===== config.mk =====
export PLATFORM = sky130hd
export DESIGN_NAME = dmem_arbiter
export DESIGN_NICKNAME = d
export VERILOG_FILES = /design/src/rtl/dmem_arbiter.sv
export SDC_FILE = /design/constraint.sdc
export NUM_CORES = 1
export LEC_CHECK = 0
export ABC_AREA = 1
export BUFFER_PORTS_ARGS = -buffer_cell sky130_fd_sc_hd__buf_4
export CORE_AREA = 2 2 119 121
export DETAILED_ROUTE_END_ITERATION = 8
export DIE_AREA = 0 0 121 123
export PLACE_DENSITY = 0.71
export SLEW_MARGIN = 20
export SYNTH_ARGS = -nofsm -noshare
export SYNTH_HDL_FRONTEND = slang
export SYNTH_SLANG_ARGS = --single-unit

===== constraint.sdc =====
create_clock -name clk -period 4.5 [get_ports clk]
set_clock_uncertainty 0.15 [all_clocks]
set_input_delay 0.225 -clock clk [delete_from_list [all_inputs] [get_ports clk]]
set_output_delay 0.225 -clock clk [all_outputs]
set_load 0.005 [all_outputs]

===== src/rtl/dmem_arbiter.sv =====
// Two-port data-memory arbiter: core (C) has priority, DMA (D) gets anti-starvation grants
// and may lock the port for bounded bursts. Single-cycle accesses, registered read return.
module dmem_arbiter #(
    parameter int unsigned ADDR_WIDTH   = 32,
    parameter int unsigned DATA_WIDTH   = 32,
    parameter int unsigned STARVE_LIMIT = 4,
    parameter int unsigned MAX_LOCK     = 8
) (
    input  logic                  clk,
    input  logic                  reset,

    input  logic                  c_req,
    input  logic                  c_we,
    input  logic [2:0]            c_funct3,
    input  logic [ADDR_WIDTH-1:0] c_addr,
    input  logic [DATA_WIDTH-1:0] c_wdata,
    output logic                  c_gnt,
    output logic                  c_rvalid,
    output logic [DATA_WIDTH-1:0] c_rdata,

    input  logic                  d_req,
    input  logic                  d_we,
    input  logic [2:0]            d_funct3,
    input  logic [ADDR_WIDTH-1:0] d_addr,
    input  logic [DATA_WIDTH-1:0] d_wdata,
    input  logic                  d_lock,
    output logic                  d_gnt,
    output logic                  d_rvalid,
    output logic [DATA_WIDTH-1:0] d_rdata,

    output logic                  mem_wr_en,
    output logic [2:0]            mem_funct3,
    output logic [ADDR_WIDTH-1:0] mem_addr,
    output logic [DATA_WIDTH-1:0] mem_wr_data,
    input  logic [DATA_WIDTH-1:0] mem_rd_data
);

    localparam int unsigned SW = $clog2(STARVE_LIMIT + 1);
    localparam int unsigned LW = $clog2(MAX_LOCK + 1);
    localparam logic [SW-1:0] STARVE_MAX = SW'(STARVE_LIMIT);
    localparam logic [LW-1:0] LOCK_MAX   = LW'(MAX_LOCK);
    // A one-grant lock would expire on its own entry grant, so it never enters StDlock.
    localparam bit LOCK_ALLOWED = (MAX_LOCK > 1);

    typedef enum logic {StArb, StDlock} state_e;

    state_e                state_q, state_d;
    logic [SW-1:0]         starve_cnt_q, starve_cnt_d;
    logic [LW-1:0]         lock_cnt_q, lock_cnt_d;
    logic                  c_rvalid_q, c_rvalid_d;
    logic                  d_rvalid_q, d_rvalid_d;
    logic [DATA_WIDTH-1:0] c_rdata_q, c_rdata_d;
    logic [DATA_WIDTH-1:0] d_rdata_q, d_rdata_d;

    always_comb begin
        c_gnt = 1'b0;
        d_gnt = 1'b0;
        if (!reset) begin
            if (state_q == StDlock) begin
                d_gnt = d_req;
            end else begin
                d_gnt = d_req && (!c_req || (starve_cnt_q == STARVE_MAX));
                c_gnt = c_req && !d_gnt;
            end
        end
    end

    // Idle cycles steer port C onto the bus so the memory never sees X.
    always_comb begin
        mem_wr_en   = d_gnt ? d_we : (c_gnt & c_we);
        mem_funct3  = d_gnt ? d_funct3 : c_funct3;
        mem_addr    = d_gnt ? d_addr : c_addr;
        mem_wr_data = d_gnt ? d_wdata : c_wdata;
    end

    always_comb begin
        starve_cnt_d = starve_cnt_q;
        if (d_gnt || !d_req) begin
            starve_cnt_d = '0;
        end else if (starve_cnt_q != STARVE_MAX) begin
            starve_cnt_d = starve_cnt_q + SW'(1);
        end

        state_d    = state_q;
        lock_cnt_d = lock_cnt_q;
        unique case (state_q)
            StArb: begin
                if (d_gnt && d_lock && LOCK_ALLOWED) begin
                    state_d    = StDlock;
                    lock_cnt_d = LW'(1);
                end
            end
            StDlock: begin
                if (!d_lock || !d_req || (lock_cnt_q + LW'(1) == LOCK_MAX)) begin
                    state_d    = StArb;
                    lock_cnt_d = '0;
                end else begin
                    lock_cnt_d = lock_cnt_q + LW'(1);
                end
            end
            default: begin
                state_d    = StArb;
                lock_cnt_d = '0;
            end
        endcase

        c_rvalid_d = c_gnt & ~c_we;
        d_rvalid_d = d_gnt & ~d_we;
        c_rdata_d  = c_rvalid_d ? mem_rd_data : c_rdata_q;
        d_rdata_d  = d_rvalid_d ? mem_rd_data : d_rdata_q;
    end

    always_ff @(posedge clk) begin
        if (reset) begin
            state_q      <= StArb;
            starve_cnt_q <= '0;
            lock_cnt_q   <= '0;
            c_rvalid_q   <= 1'b0;
            d_rvalid_q   <= 1'b0;
            c_rdata_q    <= '0;
            d_rdata_q    <= '0;
        end else begin
            state_q      <= state_d;
            starve_cnt_q <= starve_cnt_d;
            lock_cnt_q   <= lock_cnt_d;
            c_rvalid_q   <= c_rvalid_d;
            d_rvalid_q   <= d_rvalid_d;
            c_rdata_q    <= c_rdata_d;
            d_rdata_q    <= d_rdata_d;
        end
    end

    assign c_rvalid = c_rvalid_q;
    assign d_rvalid = d_rvalid_q;
    assign c_rdata  = c_rdata_q;
    assign d_rdata  = d_rdata_q;

endmodule


==> summary.md, run 1 <==
| Metric | Value |
|---|---|
| Syn avg cell area | `6.123 µm²` |
| WL final | `16560 µm` |
| Worst Path Required | `4120 ps` |
| Total negative setup slack | `0 ps` |
| I/O pin count | `309` |
| Crit path depth | `10` |
| P&R area growth vs syn | `65.60%` |
| Clk Latency, worst-skew pair | `330 ps` |
| Die footprint | `0.01488 mm²` |
| RSZ-0062 raised after global routing | `no` |
| Combinational Power Share | `23.1%` |
| Clock Tree Buf Depth | `2` |
| CORE AREA | `0.01361 mm²` |
| Gpl congestion | `0.8740` |
| Fmax | `0.3580 GHz` |
| Clock Tree Root | `clkbuf_16` |
| CP Capture Type | `primary output` |
| Synth top area share | `36.60%` |
| Worst path slowest cell | `inv_2` |
| Layout filler cell count | `1402` |
| Dpl hpwl | `12900 µm` |
| Seq/Total Area, Yosys | `36.60%` |
| Crit path capture | `mem_wr_data[6]` |
| Via count | `4966` |
| Max-cap viol count | `0` |
| Largest net degree at the start of global routing | `69` |
| P_sw | `0.4688 mW` |
| Synth warn | `0` |
| FF-to-FF path depth | `8` |
| Status | `finished clean` |
| WL per Instance | `14.60 µm` |
| Leakage | `3.651 nW` |
| Crit path buffers/inverters | `4` |
| Final Max Slew Viols | `0` |
| CTS tree | `done` |
| Share of cells above drive strength 1 | `38.36%` |
| Pre-antenna DRT Iters | `5` |
| Peak supply drop | `0.1789 mV` |
| Fin crit share | `62.07%` |
| CP max FO | `46` |
| Vias in the first global route | `4579` |
| Sequential power share | `38.3%` |
| Total GRT Usage | `20.92%` |
| Worst Hold Class | `in2reg` |
| Worst R2R End | `d_rdata[18]$_SDFFE_PP0P_` |
| Worst Path Arrival | `2420 ps` |
| Critical-path cell list | `inv_1, ha_1, nand2_2, nand3_2, nand2_2, inv_2, buf_4, nand2_1, nand2_1, buf_4` |
| Fin. Hold Viols | `0` |
| WS Path Type | `reg2out` |
| Post-DP Area | `0.006390 mm²` |
| Final setup vio count | `0` |
| Startpoint Class | `register` |
| Syn_nets | `837` |
| Distinct cells, synth | `26` |
| Antenna Nets Post-Route | `0` |
| ANT cells | `0` |
| Number of synthesized register bits | `74` |
| R2R Path Start | `starve_cnt_q[0]$_SDFFE_PP0N_` |
| Max_slew headroom | `48.03%` |
| R2r setup slk | `2280 ps` |
| CTS Buf Count | `9` |
| Post-Syn Area | `0.004048 mm²` |
| Instance count of the mapped netlist | `661` |
| PwrDens | `268.7 mW/mm²` |
| Synth area leader | `dfxtp_1` |
| Sw Share | `26.03%` |
| Drt drc | `0` |
| Number of vias per cell | `4.379` |
| Fin nets | `1127` |
| Starting Density | `29.74%` |
| Worst Tran Pin Value | `778.4 ps` |
| Die H | `123 µm` |
| Synth top area cells | `dfxtp_1 (37%), nand2_1 (31%), nand3b_1 (5.9%)` |
| Final Cell Area | `0.006703 mm²` |
| Number of clock sinks | `74` |
| Die Wd | `121 µm` |
| Clock-pin slew on the worst setup and hold paths | `60 ps` |
| Largest delay share family, worst path | `buffers and inverters` |
| Gr ovfl total | `0` |
| Initial antenna violation count | `0` |
| Worst setup startpoint | `starve_cnt_q[0]$_SDFFE_PP0N_` |
| Global-route wire length before repair | `23850 µm` |
| Internal power | `1.332 mW` |
| Clk pwr share | `38.5%` |
| Row cnt | `43` |
| CP max stage delay | `560 ps` |
| H-tree depth | `3` |
| Fin crit period | `2793 ps` |
| Initial DRC count | `336` |
| Buffers added on ports | `308` |
==> cell families after synthesis <==
family / synth area share [%]
AOI/OAI and AO/OA: 5.131
xor gates and xnor gates: 0.2164
adders and majority gates: 0.9275
buffers and inverters: 12.95
DFF: 36.60
and+or+nand+nor: 44.17
==> what timing repair did <==
action                    CTS  global route
buffers inserted            0             0
resized for setup           0             0
hold buffers                3             0
hold endpoints to repair    3             0
==> area by class of cell <==
cell class                 instances  area (µm²)  area share [%]
clock buffer                       9       225.2           3.360
sequential                        74        1481           22.10
timing repair buffer             315        2372           35.39
inverter                          79       299.0           4.461
multi-input combinational        472        2042           30.46
tap                              180       225.2           3.360
clock inverter                     5       57.56          0.8587
==> layer usage <==
metal	vias up	track usage, %	part of all wire (%)
met5	-	0	0
met4	0	8.430	2.8
met3	21	5.535	7.3
met2	189	36.55	51
met1	2202	24.35	39
li1	2554	-	-
==> worst min-delay path, cell delays in order <==
cell     delay, ps
buf_4          110
nand2_1         50
a21oi_1         50
==> through the flow <==
stage | util (%) | std cells | setup WS (ps) | hold WS (ps) | power (mW)
after global placement | 46.94 | 1117 | 2121 | 285.0 | 1.120
after detailed placement | 46.94 | 1117 | 2060 | 301.2 | 1.122
after CTS | 49.24 | 1134 | 1700 | 0.5999 | 1.821
after global routing | 49.24 | 1134 | 1517 | 4.137 | 1.889
final | 49.24 | 1134 | 1707 | 6.725 | 1.801
after floorplan | - | 661 | 2771 | 217.7 | 0.8599
==> state kept, by name (all words and copies together), names as in the netlist <==
signal	count
state_q	1
starve_cnt_q	3
c_rvalid	1
c_rdata	32
d_rdata	32
lock_cnt_q	4
d_rvalid	1
==> synth_stat cells <==
cell type	n
nor2_1	35
nand3_1	12
nor2_4	1
nand2_1	339
nand2_2	3
clkbuf_1	9
nand2_4	1
nand3b_1	32
dfxtp_1	74
buf_4	2
buf_2	15
nand4_1	2
buf_1	2
clkinv_1	2
inv_2	32
inv_1	44
xnor2_1	1
nand3_2	1
buf_6	7
ha_1	3
inv_4	1
o21ai_0	2
o211ai_1	1
a21oi_1	38
nand3b_4	1
buf_8	1
==> power by group through the flow <==
stage	Combinational [mW]	Clock [mW]	Sequential (mW)
after floorplan	0.155	0	0.705
after global placement	0.416	0	0.704
after detailed placement	0.417	0	0.705
after CTS	0.421	0.710	0.691
after global routing	0.459	0.738	0.693
final	0.417	0.694	0.691
==> worst min path at each step <==
| stage | from | endpoint | slack [ps] | cells after the start |
|---|---|---|---|---|
| floorplan | mem_rd_data[10] | d_rdata[10]$_SDFFE_PP0P_ | 220 | 2 |
| global placement | starve_cnt_q[0]$_SDFFE_PP0N_ | starve_cnt_q[0]$_SDFFE_PP0N_ | 290 | 1 |
| detailed placement | starve_cnt_q[0]$_SDFFE_PP0N_ | starve_cnt_q[0]$_SDFFE_PP0N_ | 300 | 1 |
| CTS | mem_rd_data[22] | d_rdata[22]$_SDFFE_PP0P_ | 0.6 | 3 |
| global route | mem_rd_data[22] | d_rdata[22]$_SDFFE_PP0P_ | 4 | 3 |
| finish | mem_rd_data[22] | d_rdata[22]$_SDFFE_PP0P_ | 7 | 3 |
==> cell usage in the layout (no fill, tap or decap), types with 3 or more instances in the layout <==
cell           count
dlygate4sd3_1      3
nand2_2            3
buf_4            312
clkbuf_16          9
dfxtp_1           74
inv_2             32
nand2_1          339
nor2_1            35
ha_1               3
nand3b_1          32
nand3_1           12
inv_1             44
a21oi_1           38
(Power assumes the default switching activity.)
==> inputs of run 2 (changes only) <==
--- a/config.mk
+++ b/config.mk
@@ -7,10 +7,10 @@
 export LEC_CHECK = 0
 export ABC_AREA = 1
 export BUFFER_PORTS_ARGS = -buffer_cell sky130_fd_sc_hd__buf_4
-export CORE_AREA = 2 2 119 121
+export CORE_AREA = 2 2 120 122
 export DETAILED_ROUTE_END_ITERATION = 8
-export DIE_AREA = 0 0 121 123
-export PLACE_DENSITY = 0.71
+export DIE_AREA = 0 0 122 124
+export PLACE_DENSITY = 0.7
 export SLEW_MARGIN = 20
 export SYNTH_ARGS = -nofsm -noshare
 export SYNTH_HDL_FRONTEND = slang
==> constraint.sdc (replaced) <==
create_clock -name clk -period 2.89 [get_ports clk]
set_clock_uncertainty 0.15 [all_clocks]
set_input_delay 0.1445 -clock clk [delete_from_list [all_inputs] [get_ports clk]]
set_output_delay 0.1445 -clock clk [all_outputs]
set_load 0.005 [all_outputs]
==> run 2 against run 1 <==
Clock power rose by 60%. Setup slack got worse by 1300 ps. Critical endpoint is now mem_wr_data[25]. Utilization rose by 2.2 points. Die area rose by 1.6%.
==> summary.md, run 2 (same netlist as run 1, synthesis figures left out) <==
| Metric | Value |
|---|---|
| Status | `finished clean (unchanged)` |
| PwrDens | `404.2 mW/mm² (was 268.7 mW/mm²)` |
| Worst path slowest cell | `buf_4 (was inv_2)` |
| Crit path capture | `mem_wr_data[25] (was mem_wr_data[6])` |
| R2R Path Start | `starve_cnt_q[0]$_SDFFE_PP0N_ (unchanged)` |
| CTS Buf Count | `9 (unchanged)` |
| CP max stage delay | `510 ps (was 560 ps)` |
| Post-CTS sizing | `0 (unchanged)` |
| WL final | `14950 µm (was 16560 µm)` |
| WS Path Type | `reg2out (unchanged)` |
| Buffers added on ports | `308 (unchanged)` |
| Drt drc | `0 (unchanged)` |
| Sw Share | `25.23% (was 26.03%)` |
| Critical-path cell list | `inv_1, ha_1, nand2_2, nand3_2, nand2_2, buf_4, nand2_1, nand2_1, buf_4 (was inv_1, ha_1, nand2_2, nand3_2, nand2_2, inv_2, buf_4, nand2_1, nand2_1, buf_4)` |
| Sequential power share | `37.6% (was 38.3%)` |
| Fin crit period | `2483 ps` |
| Row cnt | `43 (unchanged)` |
| Most frequent cells in the layout | `nand2_1 (339), buf_4 (313), dfxtp_1 (74) (was nand2_1 (339), buf_4 (312), dfxtp_1 (74))` |
| Die footprint | `0.01513 mm² (was 0.01488 mm²)` |
| H-tree depth | `3 (unchanged)` |
| Fin crit share | `85.92%` |
| R2r setup slk | `560 ps (was 2280 ps)` |
| Vias in the first global route | `4724 (was 4579)` |
| Starting Density | `29.50% (was 29.74%)` |
| Hold WS | `10.99 ps (was 6.725 ps)` |
| RSZ-0062 raised after global routing | `no (unchanged)` |
| CP Capture Type | `primary output (unchanged)` |
| Via count | `5070 (was 4966)` |
| Max-cap viol count | `0 (unchanged)` |
| Max_slew headroom | `56.27% (was 48.03%)` |
| Internal power | `2.135 mW (was 1.332 mW)` |
| Peak supply drop | `0.2484 mV (was 0.1789 mV)` |
| Initial antenna violation count | `0 (unchanged)` |
| Clock Tree Buf Depth | `2 (unchanged)` |
| Final Max Slew Viols | `0 (unchanged)` |
| Largest net degree at the start of global routing | `69 (unchanged)` |
| Gpl congestion | `0.7899 (was 0.8740)` |
| Antenna Nets Post-Route | `0 (unchanged)` |
| CP max FO | `68 (was 46)` |
| Fin nets | `1161 (was 1127)` |
| CORE AREA | `0.01372 mm² (was 0.01361 mm²)` |
| Number of clock sinks | `74 (unchanged)` |
| Startpoint Class | `register (unchanged)` |
| I/O pin count | `309 (unchanged)` |
| WL per Instance | `12.77 µm (was 14.60 µm)` |
| CTS tree | `done (unchanged)` |
| Combinational Power Share | `23.6% (was 23.1%)` |
| Die Wd | `122 µm (was 121 µm)` |
| Clk pwr share | `38.8% (was 38.5%)` |
| Clk Latency, worst-skew pair | `330 ps (about the same)` |
| Global-route wire length before repair | `22110 µm (was 23850 µm)` |
| Clock-pin slew on the worst setup and hold paths | `60 ps (about the same)` |
| Final setup vio count | `0 (unchanged)` |
| Worst Path Arrival | `2190 ps (was 2420 ps)` |
| Layout filler cell count | `1379 (was 1402)` |
| Total negative setup slack | `0 ps (unchanged)` |
| P&R area growth vs syn | `74.53% (was 65.60%)` |
| Worst Hold Class | `in2reg (unchanged)` |
| Pre-antenna DRT Iters | `5 (unchanged)` |
| Hold path start | `d_lock (was mem_rd_data[22])` |
| FF-to-FF path depth | `9 (was 8)` |
| Number of vias per cell | `4.333 (was 4.379)` |
| Worst setup startpoint | `starve_cnt_q[0]$_SDFFE_PP0N_ (unchanged)` |
| Total GRT Usage | `18.32% (was 20.92%)` |
| Dpl hpwl | `11070 µm (was 12900 µm)` |
| Worst R2R End | `d_rdata[27]$_SDFFE_PP0P_ (was d_rdata[18]$_SDFFE_PP0P_)` |
| Worst Tran Pin Value | `655.9 ps (was 778.4 ps)` |
| P_sw | `0.7203 mW (was 0.4688 mW)` |
| Initial DRC count | `305 (was 336)` |
| Die H | `124 µm (was 123 µm)` |
| Worst Path Required | `2600 ps (was 4120 ps)` |
| Clock Tree Root | `clkbuf_16 (unchanged)` |
| ANT cells | `0 (unchanged)` |
| Fin. Hold Viols | `0 (unchanged)` |
| Share of cells above drive strength 1 | `37.27% (was 38.36%)` |
| Leakage | `3.811 nW (was 3.651 nW)` |
| Gr ovfl total | `0 (unchanged)` |
| Fmax | `0.4027 GHz` |
| Commonest non-fill, non-tap cell in the layout | `nand2_1 (unchanged)` |
## run 2: changes by cell type in the layout (fill, tap and decap cells not counted)
cell           previous run  this run
buf_12                    0         1
buf_4                   312       313
clkbuf_1                  0         1
clkbuf_8                  0         1
clkinv_2                  2         3
clkinv_4                  2         1
dlygate4sd3_1             3        35
## run 2: critical path: cells and delay by family (launching register included)
kind	cells	cell delay [ps]
fa+ha+maj	1	220
buf+inv	3	660
flops	1	340
simple gates	5	590
## run 2: worst min path at each step
stage / cells past startpoint / end / slack, ps
floorplan: 2 / d_rdata[10]$_SDFFE_PP0P_ / 140
global placement: 3 / d_rdata[24]$_SDFFE_PP0P_ / 260
detailed placement: 3 / d_rdata[22]$_SDFFE_PP0P_ / 260
CTS: 3 / state_q$_SDFF_PP0_ / 0.7
global route: 3 / state_q$_SDFF_PP0_ / 20
finish: 3 / state_q$_SDFF_PP0_ / 10
## run 2: through the flow
step	utilization [%]	area [µm²]	std cells	setup WS, ps	power, mW
final	51.49	7064	1170	407.0	2.855
after detailed placement	46.78	6417	1119	753.0	1.734
after global routing	51.49	7064	1170	174.7	2.992
after CTS	51.49	7064	1170	390.8	2.884
after floorplan	-	4048	661	1242	1.339
after global placement	46.78	6417	1119	768.6	1.730
## run 2: cell type report
class | instances | area, µm² | area share, %
Timing Repair Buffer | 349 | 2720 | 38.51
Multi-Input combinational cell | 472 | 2042 | 28.91
Sequential cell | 74 | 1481 | 20.97
Inverter | 79 | 299.0 | 4.233
Clock buffer | 11 | 242.7 | 3.436
Tap cell | 180 | 225.2 | 3.188
Clock inverter | 5 | 53.80 | 0.7616
## run 2: repair_timing
item / 4_1_cts / 5_1_grt
endpoints found under the hold margin: 63 / 0
endpoints found under the setup margin: 0 / 0
hold buffers: 35 / 0
setup buffers: 0 / 0
## run 2: per-layer routing
metal | track usage [%] | vias to the layer above | wire length (µm)
li1 | - | 2625 | -
met1 | 23.35 | 2234 | 6362
met2 | 31.49 | 199 | 7510
met3 | 3.663 | 12 | 949
met4 | 5.029 | 0 | 122
met5 | 0 | - | 0
## run 2: power by group through the flow
stage | logic, mW | clock network, mW | registers (mW)
global placement | 0.635 | 0 | 1.10
floorplan | 0.241 | 0 | 1.10
finish | 0.674 | 1.11 | 1.07
detailed placement | 0.637 | 0 | 1.10
CTS | 0.677 | 1.13 | 1.07
global route | 0.740 | 1.17 | 1.08
==> inputs of run 3 (changes only) <==
--- a/config.mk
+++ b/config.mk
@@ -7,10 +7,11 @@
 export LEC_CHECK = 0
 export ABC_AREA = 1
 export BUFFER_PORTS_ARGS = -buffer_cell sky130_fd_sc_hd__buf_4
-export CORE_AREA = 2 2 120 122
+export CORE_AREA = 2 2 119 121
+export CTS_BUF_LIST = sky130_fd_sc_hd__clkbuf_8
 export DETAILED_ROUTE_END_ITERATION = 8
-export DIE_AREA = 0 0 122 124
-export PLACE_DENSITY = 0.7
+export DIE_AREA = 0 0 121 123
+export PLACE_DENSITY = 0.71
 export SLEW_MARGIN = 20
 export SYNTH_ARGS = -nofsm -noshare
 export SYNTH_HDL_FRONTEND = slang
==> run 3 against run 2 <==
Cell count decreased by 0.26%. Sequential power about the same. Non-clock buffer count decreased by 3. Largest power group is now sequential cells.
==> summary.md, run 3 (same netlist as run 1, synthesis figures left out) <==
| Metric | Value |
|---|---|
| Via count | `5114 (was 5070)` |
| RSZ-0062 raised after global routing | `no (unchanged)` |
| GR Util met2 | `34.48% (was 31.49%)` |
| Buffers added on ports | `308 (unchanged)` |
| Starting Density | `29.74% (was 29.50%)` |
| GRT met1 Usage | `24.65% (was 23.35%)` |
| Worst Path Required | `2600 ps (about the same)` |
| Gr ovfl total | `0 (unchanged)` |
| PwrDens | `367.4 mW/mm² (was 404.2 mW/mm²)` |
| Startpoint Class | `register (unchanged)` |
| Max_slew headroom | `59.49% (was 56.27%)` |
| Placed insts | `1118 (was 1119)` |
| Max-cap viol count | `0 (unchanged)` |
| Met3 Use GR | `5.074% (was 3.663%)` |
| CP max FO | `48 (was 68)` |
| Die H | `123 µm (was 124 µm)` |
| Final setup vio count | `0 (unchanged)` |
| Fin nets | `1158 (was 1161)` |
| Worst Path Arrival | `2150 ps (was 2190 ps)` |
| Global-route wire length before repair | `23270 µm (was 22110 µm)` |
| Fin crit share | `84.53% (was 85.92%)` |
| Share of cells above drive strength 1 | `37.28% (was 37.27%)` |
| Dpl hpwl | `12090 µm (was 11070 µm)` |
| Largest net degree at the start of global routing | `69 (unchanged)` |
| Final Max Slew Viols | `0 (unchanged)` |
| Peak supply drop | `0.2227 mV (was 0.2484 mV)` |
| Commonest non-fill, non-tap cell in the layout | `nand2_1 (unchanged)` |
| Total negative setup slack | `0 ps (unchanged)` |
| WL final | `16050 µm (was 14950 µm)` |
| CP Capture Type | `primary output (unchanged)` |
| Clk Latency, worst-skew pair | `330 ps (about the same)` |
| Fin crit period | `2443 ps (was 2483 ps)` |
| Total power | `2.552 mW (was 2.855 mW)` |
| Gr busiest metal | `met2 (unchanged)` |
| CTS tree | `done (unchanged)` |
| I/O pin count | `309 (unchanged)` |
| Worst Tran Pin Value | `606.8 ps (was 655.9 ps)` |
| Antenna Nets Post-Route | `0 (unchanged)` |
| Post-DP Area | `0.006422 mm² (was 0.006417 mm²)` |
| CTS Buf Count | `9 (unchanged)` |
| P&R area growth vs syn | `71.59% (was 74.53%)` |
| Vias in the first global route | `4621 (was 4724)` |
| Pre-antenna DRT Iters | `5 (unchanged)` |
| H-tree depth | `3 (unchanged)` |
| Core Util, Final | `51.02% (was 51.49%)` |
| Clock-pin slew on the worst setup and hold paths | `70 ps (was 60 ps)` |
| WS Path Type | `reg2out (unchanged)` |
| CORE AREA | `0.01361 mm² (was 0.01372 mm²)` |
| Clock Tree Buf Depth | `2 (unchanged)` |
| Drt drc | `0 (unchanged)` |
| Leakage | `3.750 nW (was 3.811 nW)` |
| Finished Layout Cells | `1167 (was 1170)` |
| Initial antenna violation count | `0 (unchanged)` |
| WL per Instance | `13.75 µm (was 12.77 µm)` |
| Clock Tree Root | `clkbuf_8 (was clkbuf_16)` |
| Most frequent cells in the layout | `nand2_1 (339), buf_4 (311), dfxtp_1 (74) (was nand2_1 (339), buf_4 (313), dfxtp_1 (74))` |
| Die footprint | `0.01488 mm² (was 0.01513 mm²)` |
| Gpl congestion | `0.9077 (was 0.7899)` |
| Die Wd | `121 µm (was 122 µm)` |
| Final Cell Area | `0.006945 mm² (was 0.007064 mm²)` |
| Row cnt | `43 (unchanged)` |
| Post-CTS sizing | `0 (unchanged)` |
| ANT cells | `0 (unchanged)` |
| Number of clock sinks | `74 (unchanged)` |
| Fin. Hold Viols | `0 (unchanged)` |
| Worst Hold Class | `in2reg (unchanged)` |
| Total GRT Usage | `19.97% (was 18.32%)` |
| Status | `finished clean (unchanged)` |
| Number of vias per cell | `4.382 (was 4.333)` |
| Fmax | `0.4093 GHz (was 0.4027 GHz)` |
| Initial DRC count | `343 (was 305)` |
## run 3: critical path: stages (launching register included)
cell     delay (ps)
dfxtp_1         330
inv_1            60
ha_1            170
nand2_2          90
nand3_2         120
nand2_2          90
inv_2           310
buf_12          280
nand2_1          80
nand2_1         130
buf_4           140
## run 3: area by class of cell
type                       count  area [µm²]
clock buffer                   9       123.9
fill                        1361        6666
sequential                    74        1481
clock inverter                 7       68.82
tap                          180       225.2
inverter                      79       299.0
multi-input combinational    472        2042
timing repair buffer         346        2705
## run 3: final timing paths
| kind | startpoint | to | slack [ps] | depth (start not counted) |
|---|---|---|---|---|
| max | starve_cnt_q[0]$_SDFFE_PP0N_ | mem_funct3[0] | 450 | 10 |
| min | d_req | starve_cnt_q[0]$_SDFFE_PP0N_ | 10 | 3 |
| max reg2reg | starve_cnt_q[0]$_SDFFE_PP0N_ | c_rdata[20]$_SDFFE_PP0P_ | 840 | 11 |
| min reg2reg | starve_cnt_q[0]$_SDFFE_PP0N_ | starve_cnt_q[0]$_SDFFE_PP0N_ | 300 | 1 |
## run 3: layer usage
| metal | wire length, µm | vias up |
|---|---|---|
| met5 | 0 | - |
| met4 | 308 | 0 |
| met3 | 1239 | 18 |
| met2 | 7997 | 207 |
| met1 | 6505 | 2274 |
| li1 | - | 2615 |
## run 3: what timing repair did
action / 4_1_cts / 5_1_grt
hold buffers: 33 / 0
setup buffers: 0 / 0
endpoints found under the hold margin: 64 / 0
## run 3: power breakdown
part	internal, mW	total, mW	switching, mW
Combinational	0.390	0.684	0.293
Clock	0.397	0.795	0.398
Sequential	1.05	1.07	0.0189
Total	1.84	2.55	0.710
## run 3: per-stage QoR
step / setup WS (ps) / hold WS (ps)
finish: 447.1 / 12.86
global route: 264.4 / 22.95
CTS: 417.6 / 5.934
detailed placement: 799.2 / 264.6
global placement: 829.7 / 254.5
floorplan: 1242 / 137.2
